## src/rtl/mul_pkg.sv

```systemverilog
// Shared definitions for the multiply issue stage: RISC-V M-extension multiply
// opcodes and their decode into multiplier array controls.
package mul_pkg;

  typedef enum logic [1:0] {
    MUL    = 2'd0,
    MULH   = 2'd1,
    MULHSU = 2'd2,
    MULHU  = 2'd3
  } mul_op_t;

  // sign: both operands signed; mix: a signed, b unsigned; hi: return upper half.
  typedef struct packed {
    logic sign;
    logic mix;
    logic hi;
  } mul_ctrl_t;

  function automatic mul_ctrl_t mul_decode(input mul_op_t op);
    mul_ctrl_t c;
    c.sign = 1'b0;
    c.mix  = 1'b0;
    c.hi   = 1'b1;
    case (op)
      MUL:     c.hi   = 1'b0;
      MULH:    c.sign = 1'b1;
      MULHSU:  c.mix  = 1'b1;
      default: c.hi   = 1'b1;
    endcase
    return c;
  endfunction

endpackage

```

## src/rtl/multiplier_signed.sv

```systemverilog
// Carry-save array multiplier with signed/mixed/unsigned operand modes and a
// Sklansky prefix adder resolving the final sum/carry pair.
module multiplier_signed #(
  parameter int SIZE = 32
) (
  input  logic [SIZE-1:0]   i_a,
  input  logic [SIZE-1:0]   i_b,
  input  logic              i_sign,
  input  logic              i_mix,
  output logic [2*SIZE-1:0] o_y
);

  localparam int W    = 2 * SIZE;
  localparam int LVLS = $clog2(W);

  logic [W-1:0] w_a_ext;
  logic         w_b_neg;
  logic [W-1:0] w_sum;
  logic [W-1:0] w_carry;

  assign w_a_ext = {{SIZE{(i_sign | i_mix) & i_a[SIZE-1]}}, i_a};
  // A signed b contributes -b[MSB]*2^SIZE: that row is added as ~(a<<SIZE) + 1.
  assign w_b_neg = i_sign & i_b[SIZE-1];

  always_comb begin
    logic [W-1:0] pp;
    logic [W-1:0] s;
    logic [W-1:0] c;
    logic [W-1:0] ns;
    pp = '0;
    ns = '0;
    s  = i_b[0] ? w_a_ext : '0;
    c  = {{(W-1){1'b0}}, w_b_neg};
    for (int i = 1; i <= SIZE; i++) begin
      if (i < SIZE) pp = i_b[i] ? (w_a_ext << i) : '0;
      else          pp = w_b_neg ? ~(w_a_ext << SIZE) : '0;
      ns = s ^ c ^ pp;
      c  = ((s & c) | (s & pp) | (c & pp)) << 1;
      s  = ns;
    end
    w_sum   = s;
    w_carry = c;
  end

  always_comb begin
    logic [W-1:0] g;
    logic [W-1:0] p;
    int           j;
    j = 0;
    g = w_sum & w_carry;
    p = w_sum ^ w_carry;
    // Nodes with bit l set combine with the last node of the lower block.
    for (int l = 0; l < LVLS; l++) begin
      for (int i = 0; i < W; i++) begin
        if (((i >> l) & 1) == 1) begin
          j    = ((i >> l) << l) - 1;
          g[i] = g[i] | (p[i] & g[j]);
          p[i] = p[i] & p[j];
        end
      end
    end
    o_y = (w_sum ^ w_carry) ^ {g[W-2:0], 1'b0};
  end

endmodule

```

## src/rtl/mul_issue_stage.sv

```systemverilog
// Two-stage valid/ready wrapper around multiplier_signed: S1 holds operands and
// feeds the array, S2 captures the selected product half for writeback.
module mul_issue_stage
  import mul_pkg::*;
#(
  parameter int SIZE  = 32,
  parameter int TAG_W = 5
) (
  input  logic             clk,
  input  logic             rst,
  input  logic             flush,
  input  logic             in_valid,
  output logic             in_ready,
  input  logic [1:0]       in_op,
  input  logic [SIZE-1:0]  in_a,
  input  logic [SIZE-1:0]  in_b,
  input  logic [TAG_W-1:0] in_tag,
  output logic             out_valid,
  input  logic             out_ready,
  output logic [SIZE-1:0]  out_result,
  output logic [TAG_W-1:0] out_tag,
  output logic [31:0]      op_count
);

  // Handshake: a transfer happens on any edge where valid && ready; S2 is free
  // when empty or retiring, and S1 accepts when empty or able to advance.
  logic             r_s1_valid;
  logic [SIZE-1:0]  r_s1_a;
  logic [SIZE-1:0]  r_s1_b;
  logic [1:0]       r_s1_op;
  logic [TAG_W-1:0] r_s1_tag;

  logic             r_s2_valid;
  logic [SIZE-1:0]  r_s2_result;
  logic [TAG_W-1:0] r_s2_tag;
  logic [31:0]      r_op_count;

  logic              w_s2_free;
  logic              w_advance;
  logic              w_load;
  logic              w_retire;
  mul_ctrl_t         w_ctrl;
  logic [2*SIZE-1:0] w_y;

  assign w_s2_free = !r_s2_valid || out_ready;
  assign in_ready  = !r_s1_valid || w_s2_free;
  assign w_load    = in_valid && in_ready && !flush;
  assign w_advance = r_s1_valid && w_s2_free;
  assign w_retire  = r_s2_valid && out_ready;
  assign w_ctrl    = mul_decode(mul_op_t'(r_s1_op));

  multiplier_signed #(.SIZE(SIZE)) u_mul (
    .i_a    (r_s1_a),
    .i_b    (r_s1_b),
    .i_sign (w_ctrl.sign),
    .i_mix  (w_ctrl.mix),
    .o_y    (w_y)
  );

  always_ff @(posedge clk or posedge rst) begin
    if (rst) begin
      r_s1_valid <= 1'b0;
      r_s1_a     <= '0;
      r_s1_b     <= '0;
      r_s1_op    <= '0;
      r_s1_tag   <= '0;
    end else begin
      if (flush)          r_s1_valid <= 1'b0;
      else if (w_load)    r_s1_valid <= 1'b1;
      else if (w_advance) r_s1_valid <= 1'b0;
      if (w_load) begin
        r_s1_a   <= in_a;
        r_s1_b   <= in_b;
        r_s1_op  <= in_op;
        r_s1_tag <= in_tag;
      end
    end
  end

  always_ff @(posedge clk or posedge rst) begin
    if (rst) begin
      r_s2_valid  <= 1'b0;
      r_s2_result <= '0;
      r_s2_tag    <= '0;
      r_op_count  <= '0;
    end else begin
      if (flush)          r_s2_valid <= 1'b0;
      else if (w_advance) r_s2_valid <= 1'b1;
      else if (w_retire)  r_s2_valid <= 1'b0;
      if (w_advance && !flush) begin
        r_s2_result <= w_ctrl.hi ? w_y[2*SIZE-1:SIZE] : w_y[SIZE-1:0];
        r_s2_tag    <= r_s1_tag;
      end
      if (w_retire) r_op_count <= r_op_count + 32'd1;
    end
  end

  assign out_valid  = r_s2_valid;
  assign out_result = r_s2_result;
  assign out_tag    = r_s2_tag;
  assign op_count   = r_op_count;

endmodule

```

## config.mk

```make
export PLATFORM = sky130hd
export DESIGN_NAME = mul_issue_stage
export DESIGN_NICKNAME = d
export VERILOG_FILES = /design/src/rtl/mul_pkg.sv /design/src/rtl/multiplier_signed.sv /design/src/rtl/mul_issue_stage.sv
export SDC_FILE = /design/constraint.sdc
export NUM_CORES = 2
export LEC_CHECK = 0
export ABC_AREA = 1
export CAP_MARGIN = 20
export CORE_MARGIN = 4
export CORE_UTILIZATION = 59
export CTS_BUF_LIST = sky130_fd_sc_hd__clkbuf_8
export DETAILED_ROUTE_END_ITERATION = 10
export GPL_TIMING_DRIVEN = 1
export PLACE_DENSITY = 0.81
export SLEW_MARGIN = 20
export SYNTH_ARGS = -nofsm -noshare
export SYNTH_HDL_FRONTEND = slang
export SYNTH_SLANG_ARGS = --single-unit
```

## constraint.sdc

```tcl
create_clock -name clk -period 16.9 [get_ports clk]
set_input_delay 3.38 -clock clk [delete_from_list [all_inputs] [get_ports clk]]
set_output_delay 3.38 -clock clk [all_outputs]
set_load 0.01 [all_outputs]
```

# Word level (Yosys, flattened, before mapping)
# Index checks and enable logic that the tools add are counted.
# word_totals
output_inout_bits,71
ram_bits,0
latch_bits,0
mem_bits_ro,0
regBits,142
mem_count,0
inputBits,76
word_cells,794
# op_classes
n_div,0
n_lt_le_gt_ge,0
shifts,0
n_mux,42
reduce_logical,13
n_mul,0
eq_ne,2
bitwise_logic,727
add_sub_neg,1
# op_table
op,n
bitwise AND 63 bit,95
bitwise XOR 64 bit,65
OR 63 bit,64
2-to-1 mux 64 bit,33
bitwise AND 1 bit,312
OR 1 bit,187
inverter 64 bit,1
bitwise XOR 64 x 1 -> 64 bit,1
bitwise AND 1 x 63 -> 63 bit,1
bitwise AND 63 x 1 -> 63 bit,1
"adder 32 x 1 -> 32 bit, second input constant",1
2-to-1 mux 32 bit,1
2-to-1 mux 1 bit,8
nonzero test 3 bit,2
logical AND 1 bit,5
logical NOT 1 bit,3
"== test 2 x 1 -> 1 bit, second input constant",1
"== test 2 bit, second input constant",1
logical NOT 2 bit,1
logical OR 1 bit,2

# Logic depth before layout (Yosys ltp)
# depth
word_depth,116
depth_mapped,59
ltp_nobuf,59

# Hierarchy
# Synthesis repeated with hierarchy kept, for this count alone.
# hier_totals
cells_unflattened,4224
area_unflattened_um2,37943.9
# by_module_without_submodules
mod,cells_per_inst,area_per_inst_um2,n_inst,seq_area_each_um2
multiplier_signed,3460,31595.3,1,0.0
mul_issue_stage,764,6348.6,1,3553.4

# Least setup slack after synthesis
# Ideal clock, no wire load.
# synth_timing
kind,register to register
start,register r_s1_b[0]
end,"register r_s2_result[1], in the netlist out_result[1]"
synth_period_minus_slack_ns,17.366
t_arrival_ns,17.242
setup_slack_ns,-0.466
setup_time_ns,0.124
path_stages_with_launch,53
path_buffers,3
required_time_ns,16.776
path_cell_list,dfrtp_1 clkbuf_1 clkbuf_1 nand2_1 inv_1 ha_1 inv_1 fa_1 inv_1 fa_1 fa_1 fa_1 fa_1 fa_1 fa_1 fa_1 fa_1 fa_1 [... 17 more ...] fa_1 inv_1 fa_1 fa_1 inv_1 fa_1 ha_1 a21o_1 nor2_1 nand2_1 a21oi_2 nand2_4 buf_6 fa_1 xnor2_1 nor2_1 a21oi_1 o21ai_1
# synth_between
elab_chain_cells,107
elab_cells_between_ends,318
classes_between,mux (2); bitwise (316)
# synth_rtl
item,line_no,text
start: declaration,mul_issue_stage.sv:29,logic [SIZE-1:0] r_s1_b;
start signal: assignment,mul_issue_stage.sv:73,r_s1_b <= in_b;
2-to-1 mux 64 bit *,multiplier_signed.sv:32,s = i_b[0] ? w_a_ext : '0;
"bitwise AND 63 x 1 -> 63 bit, or another cell as far along",multiplier_signed.sv:38,c = ((s & c) | (s & pp) | (c & pp)) << 1;
OR 63 bit or bitwise XOR 64 bit (tied branches),"multiplier_signed.sv:38, multiplier_signed.sv:37",
OR 63 bit or bitwise AND 63 bit (tied branches),multiplier_signed.sv:38,
"bitwise AND 63 bit, or another cell as far along",multiplier_signed.sv:38,
OR 63 bit or bitwise XOR 64 bit (tied branches),"multiplier_signed.sv:38, multiplier_signed.sv:37",
OR 63 bit or bitwise AND 63 bit (tied branches),multiplier_signed.sv:38,
"bitwise AND 63 bit, or another cell as far along",multiplier_signed.sv:38,
[... 89 more ...],-,
bitwise AND 1 bit (on tied branches),"multiplier_signed.sv:57, multiplier_signed.sv:58",
"OR 1 bit, or another cell as far along (3 in series)",multiplier_signed.sv:57,g[i] = g[i] | (p[i] & g[j]);
OR 1 bit or bitwise AND 1 bit (tied branches),multiplier_signed.sv:57,
OR 1 bit,multiplier_signed.sv:57,
bitwise AND 1 bit,multiplier_signed.sv:57,
OR 1 bit,multiplier_signed.sv:57,
bitwise XOR 64 bit *,multiplier_signed.sv:62,"o_y = (w_sum ^ w_carry) ^ {g[W-2:0], 1'b0};"
2-to-1 mux 32 bit *,mul_issue_stage.sv:91,r_s2_result <= w_ctrl.hi ? w_y[2*SIZE-1:SIZE] : w_y[SIZE-1:0];
end signal: assignment,mul_issue_stage.sv:91,
end: declaration,mul_issue_stage.sv:34,logic [SIZE-1:0] r_s2_result;
# Mark *: on every way between the ends. The rest lies on a longest branch, timed or not.
# A chain may end at the register's enable or synchronous reset.

# Worst setup path after layout
# layout_timing
start,register r_s1_op[0]
end,"register r_s2_result[26], in the netlist out_result[26]"
# layout_between
elab_chain_cells,113
elab_cells_between_ends,434
classes_between,eq/ne (2); mux (31); bitwise (400); reduce/logical (1)
# layout_rtl
item,line_no,text
start: declaration,mul_issue_stage.sv:30,logic [1:0] r_s1_op;
start signal: assignment,mul_issue_stage.sv:74,r_s1_op <= in_op;
== test 2 x 1 -> 1 bit,mul_pkg.sv:24,case (op)
2-to-1 mux 1 bit,mul_pkg.sv:24,
bitwise AND 1 bit,multiplier_signed.sv:23,assign w_b_neg = i_sign & i_b[SIZE-1];
bitwise AND 63 x 1 -> 63 bit,multiplier_signed.sv:38,
OR 63 bit (2 in series),multiplier_signed.sv:38,
bitwise AND 63 bit,multiplier_signed.sv:38,
OR 63 bit (2 in series),multiplier_signed.sv:38,
bitwise AND 63 bit,multiplier_signed.sv:38,
[... 94 more ...],-,
bitwise AND 1 bit,multiplier_signed.sv:57,
OR 1 bit,multiplier_signed.sv:57,
bitwise AND 1 bit,multiplier_signed.sv:57,
OR 1 bit,multiplier_signed.sv:57,
bitwise AND 1 bit,multiplier_signed.sv:57,
OR 1 bit (2 in series),multiplier_signed.sv:57,
bitwise XOR 64 bit,multiplier_signed.sv:62,
2-to-1 mux 32 bit *,mul_issue_stage.sv:91,
# Marks and branches as above.

==> impl_metrics.xml <==
<?xml version="1.0" encoding="UTF-8"?>
<metrics>
  <group name="outcome">
    <metric name="status" unit="">finished, violations left</metric>
    <metric name="violated_checks" unit="">setup timing</metric>
  </group>
  <group name="logic_synthesis">
    <metric name="synth_top_family_by_area" unit="">adder cells</metric>
    <metric name="yosysWarnings" unit="">0</metric>
    <metric name="synth-compound-area-share" unit="%">2.36</metric>
    <metric name="synth_cells" unit="">4186</metric>
    <metric name="synth-xor-area-share" unit="%">0.899</metric>
    <metric name="ys.flop_type" unit="">dfrtp_1</metric>
    <metric name="number_of_enable_flip_flop_cells_after_synthesis" unit="">0</metric>
    <metric name="synth-adder-area-share" unit="%">59.2</metric>
    <metric name="synthMuxAreaShare" unit="%">1.01</metric>
    <metric name="ys_async_sr_fraction" unit="%">100</metric>
    <metric name="ys_ff_latch" unit="">142</metric>
    <metric name="syn_avg_cell_area" unit="um^2">9.08</metric>
    <metric name="syn-cell-area" unit="um^2">38000</metric>
    <metric name="synthSimpleGateAreaFrac" unit="%">18.3</metric>
    <metric name="yosysSeqAreaShare" unit="%">9.35</metric>
    <metric name="synth_cell_types" unit="">44</metric>
    <metric name="syn-num-nets" unit="">5446</metric>
  </group>
  <group name="sta">
    <metric name="timing.max_slew.rel_slack" unit="%">31.3</metric>
    <metric name="max_freq" unit="MHz">55.4</metric>
    <metric name="final_critical_path_setup_slack" unit="ns">-1.15</metric>
    <metric name="fin_hold_ws" unit="ns">0.478</metric>
    <metric name="rsz0062_at_grt" unit="">true</metric>
    <metric name="slew_violations" unit="">0</metric>
    <metric name="timing.clock.skew" unit="ns">0.0435</metric>
    <metric name="setup_violators_final" unit="">32</metric>
    <metric name="tightest_slew" unit="ns">1.03</metric>
    <metric name="final.period_utilization" unit="%">107</metric>
    <metric name="fin_crit" unit="ns">18.05</metric>
    <metric name="final_hold_viol_count" unit="">0</metric>
  </group>
  <group name="cells_and_area">
    <metric name="multi_input_area" unit="um^2">32200</metric>
    <metric name="drive_gt1_share" unit="%">14.8</metric>
    <metric name="final-seq-area" unit="um^2">3560</metric>
    <metric name="fin_nets" unit="">5574</metric>
    <metric name="fin_area" unit="um^2">43300</metric>
    <metric name="layout_commonest_cell" unit="">nand2_1</metric>
    <metric name="area_growth_syn_to_layout" unit="%">13.8</metric>
    <metric name="layout.core_utilization" unit="%">68.2</metric>
    <metric name="mostFrequentLayoutCells" unit="">nand2_1, fa_1, inv_1</metric>
    <metric name="fillerInstances" unit="">4536</metric>
  </group>
  <group name="global_routing">
    <metric name="grt_overflow_total" unit="">0</metric>
    <metric name="antenna_found_initial" unit="">2</metric>
    <metric name="gr-usage-met2" unit="%">47.8</metric>
    <metric name="grt_pass1_wl" unit="um">153000</metric>
    <metric name="met3_demand_to_capacity_share_in_global_routing" unit="%">4.07</metric>
    <metric name="groute.usage.overall" unit="%">27.9</metric>
    <metric name="gr-max-usage-layer" unit="">met2</metric>
    <metric name="global_route.usage.met1" unit="%">36.3</metric>
    <metric name="largest_net_degree_at_the_start_of_global_routing" unit="">83</metric>
    <metric name="via_count_of_the_first_global_routing_pass" unit="">31100</metric>
  </group>
  <group name="detailed_routing">
    <metric name="totalWireLength" unit="um">92100</metric>
    <metric name="wl_per_cell" unit="um">17.8</metric>
    <metric name="detailedRoute.firstIterationViolations" unit="">1917</metric>
    <metric name="detail_route.first_pass.iterations" unit="">5</metric>
    <metric name="post-route-drc-count" unit="">0</metric>
    <metric name="dr_total_vias" unit="">28600</metric>
    <metric name="ratio_of_routed_vias_to_standard_cells" unit="">5.52</metric>
    <metric name="final_antenna_net_count" unit="">0</metric>
  </group>
  <group name="placement">
    <metric name="placedInstanceArea" unit="um^2">41500</metric>
    <metric name="numPortBuffers" unit="">146</metric>
    <metric name="place.gp.congestion" unit="">0.917</metric>
    <metric name="dpl.hpwl" unit="um">71200</metric>
  </group>
  <group name="critical_path">
    <metric name="path_common_cell" unit="">fa_1</metric>
    <metric name="critical_path.max_fanout" unit="">5</metric>
    <metric name="critical_path_slowest_stage_cell" unit="">fa_2</metric>
    <metric name="critical_path_rt" unit="ns">17.40</metric>
    <metric name="critical-path-max-stage-delay" unit="ns">0.58</metric>
    <metric name="critPathKind" unit="">reg2reg</metric>
    <metric name="cp_data_arrival_time" unit="ns">18.55</metric>
    <metric name="setup.worst_path.start_class" unit="">flop</metric>
    <metric name="category_of_the_worst_setup_path_capture_point" unit="">flop</metric>
  </group>
  <group name="die">
    <metric name="die_h" unit="um">262</metric>
    <metric name="core_area" unit="um^2">63400</metric>
    <metric name="die_width" unit="um">262</metric>
    <metric name="die_area" unit="um^2">68500</metric>
    <metric name="ioPinCount" unit="">147</metric>
    <metric name="initial_utilization" unit="%">59.9</metric>
    <metric name="rows" unit="">92</metric>
  </group>
  <group name="flow_run">
    <metric name="max-cap-violations" unit="">0</metric>
  </group>
  <group name="cts">
    <metric name="cts_made_buffers" unit="">17</metric>
    <metric name="maximum_count_of_clock_buffers_along_a_single_path" unit="">2</metric>
    <metric name="numClockSinks" unit="">142</metric>
    <metric name="clk_transition_reported_paths" unit="ns">0.14</metric>
    <metric name="cts_hold_repair.buffers" unit="">0</metric>
    <metric name="cts_tree" unit="">yes</metric>
    <metric name="htreeDepth" unit="">4</metric>
    <metric name="cts.root.buffer_cell" unit="">clkbuf_8</metric>
    <metric name="insertion_delay" unit="ns">0.62</metric>
  </group>
  <group name="min_path">
    <metric name="holdCritPathClass" unit="">reg2reg</metric>
  </group>
</metrics>
## worst max-delay path: cells and delay by family (launching register included)
family | cells | cell delay (ns)
compound gates | 1 | 0.15
fa+ha+maj | 33 | 15.59
buf+inv | 6 | 0.52
flops | 1 | 0.40
simple gates | 16 | 1.25
## per-stage QoR
step	cells	TNS [ns]	setup slack (ns)
2_1_floorplan	4186	-2.31	-0.315
3_3_place_gp	5104	-18.18	-0.810
3_5_place_dp	5104	-29.70	-1.14
4_1_cts	5159	-28.45	-1.06
5_1_grt	5174	-45.12	-1.57
6_report	5175	-32.61	-1.15
## routing by layer
layer / vias to the layer above / part of all wire (%) / wire length, um
met3: 222 / 6.1 / 5580
met4: 0 / 4.1 / 3800
met2: 956 / 51 / 47300
li1: 12500 / - / -
met5: - / 0 / 0
met1: 14900 / 39 / 35500
## registers in the layout, summed over array words and instances, names as in the netlist
register    flops
op_count       32
out_result     32
r_s1_a         32
r_s1_b         32
out_tag         5
r_s1_tag        5
r_s1_op         2
out_valid       1
r_s1_valid      1
## cells in the mapped netlist (13+ instances only)
| library cell | instances | share of area, % |
|---|---|---|
| dfrtp_1 | 142 | 9.4 |
| inv_1 | 586 | 5.8 |
| nor3_1 | 20 | 0.26 |
| xor2_1 | 28 | 0.65 |
| mux2_2 | 34 | 1.0 |
| buf_2 | 13 | 0.17 |
| nand3_1 | 84 | 1.1 |
| nand3b_1 | 13 | 0.26 |
| nor2_1 | 194 | 1.9 |
| fa_1 | 1025 | 54 |
| clkbuf_1 | 265 | 2.6 |
| nand2_1 | 1362 | 13 |
| a21oi_1 | 114 | 1.5 |
| nand2_2 | 31 | 0.51 |
| ha_1 | 159 | 5.2 |
## layout make-up
class                      instances  share of cell area [%]
multi-input combinational       3160                    74.4
clock inverter                    15                   0.437
sequential                       142                    8.22
antenna                            2                  0.0116
clock buffer                      17                   0.541
inverter                         594                    5.20
timing repair buffer             399                    8.69
tap                              846                    2.45
## what timing repair did
| action | in CTS | in global routing |
|---|---|---|
| pin swaps | 51 | 39 |
| endpoints found under the setup margin | 32 | 32 |
| gates resized for setup | 108 | 168 |
| setup buffers | 18 | 15 |
| cloned | 5 | 0 |
## worst paths after layout
kind,start,to,slack (ns),cells after the start
min in group asynchronous,rst,r_s1_b[19],3.30,2
hold / removal,out_result[8],out_result[8],0.48,2
setup / recovery,r_s1_op[0],out_result[26],-1.15,56
setup reg to reg,r_s1_op[0],out_result[26],-1.15,56
hold reg to reg,out_result[8],out_result[8],0.48,2
max in group asynchronous,rst,r_s1_b[0],12.00,3
## kinds of logic after synthesis
group / after synthesis
fa+ha+maj: 1184
xor+xnor: 39
simple gates: 1740
mux: 34
flops: 142
buf+inv: 885
compound gates: 162
Power is left out: the tool's default activity adds up to more than one toggle a clock period on the data nets, which glitch-free logic cannot reach.
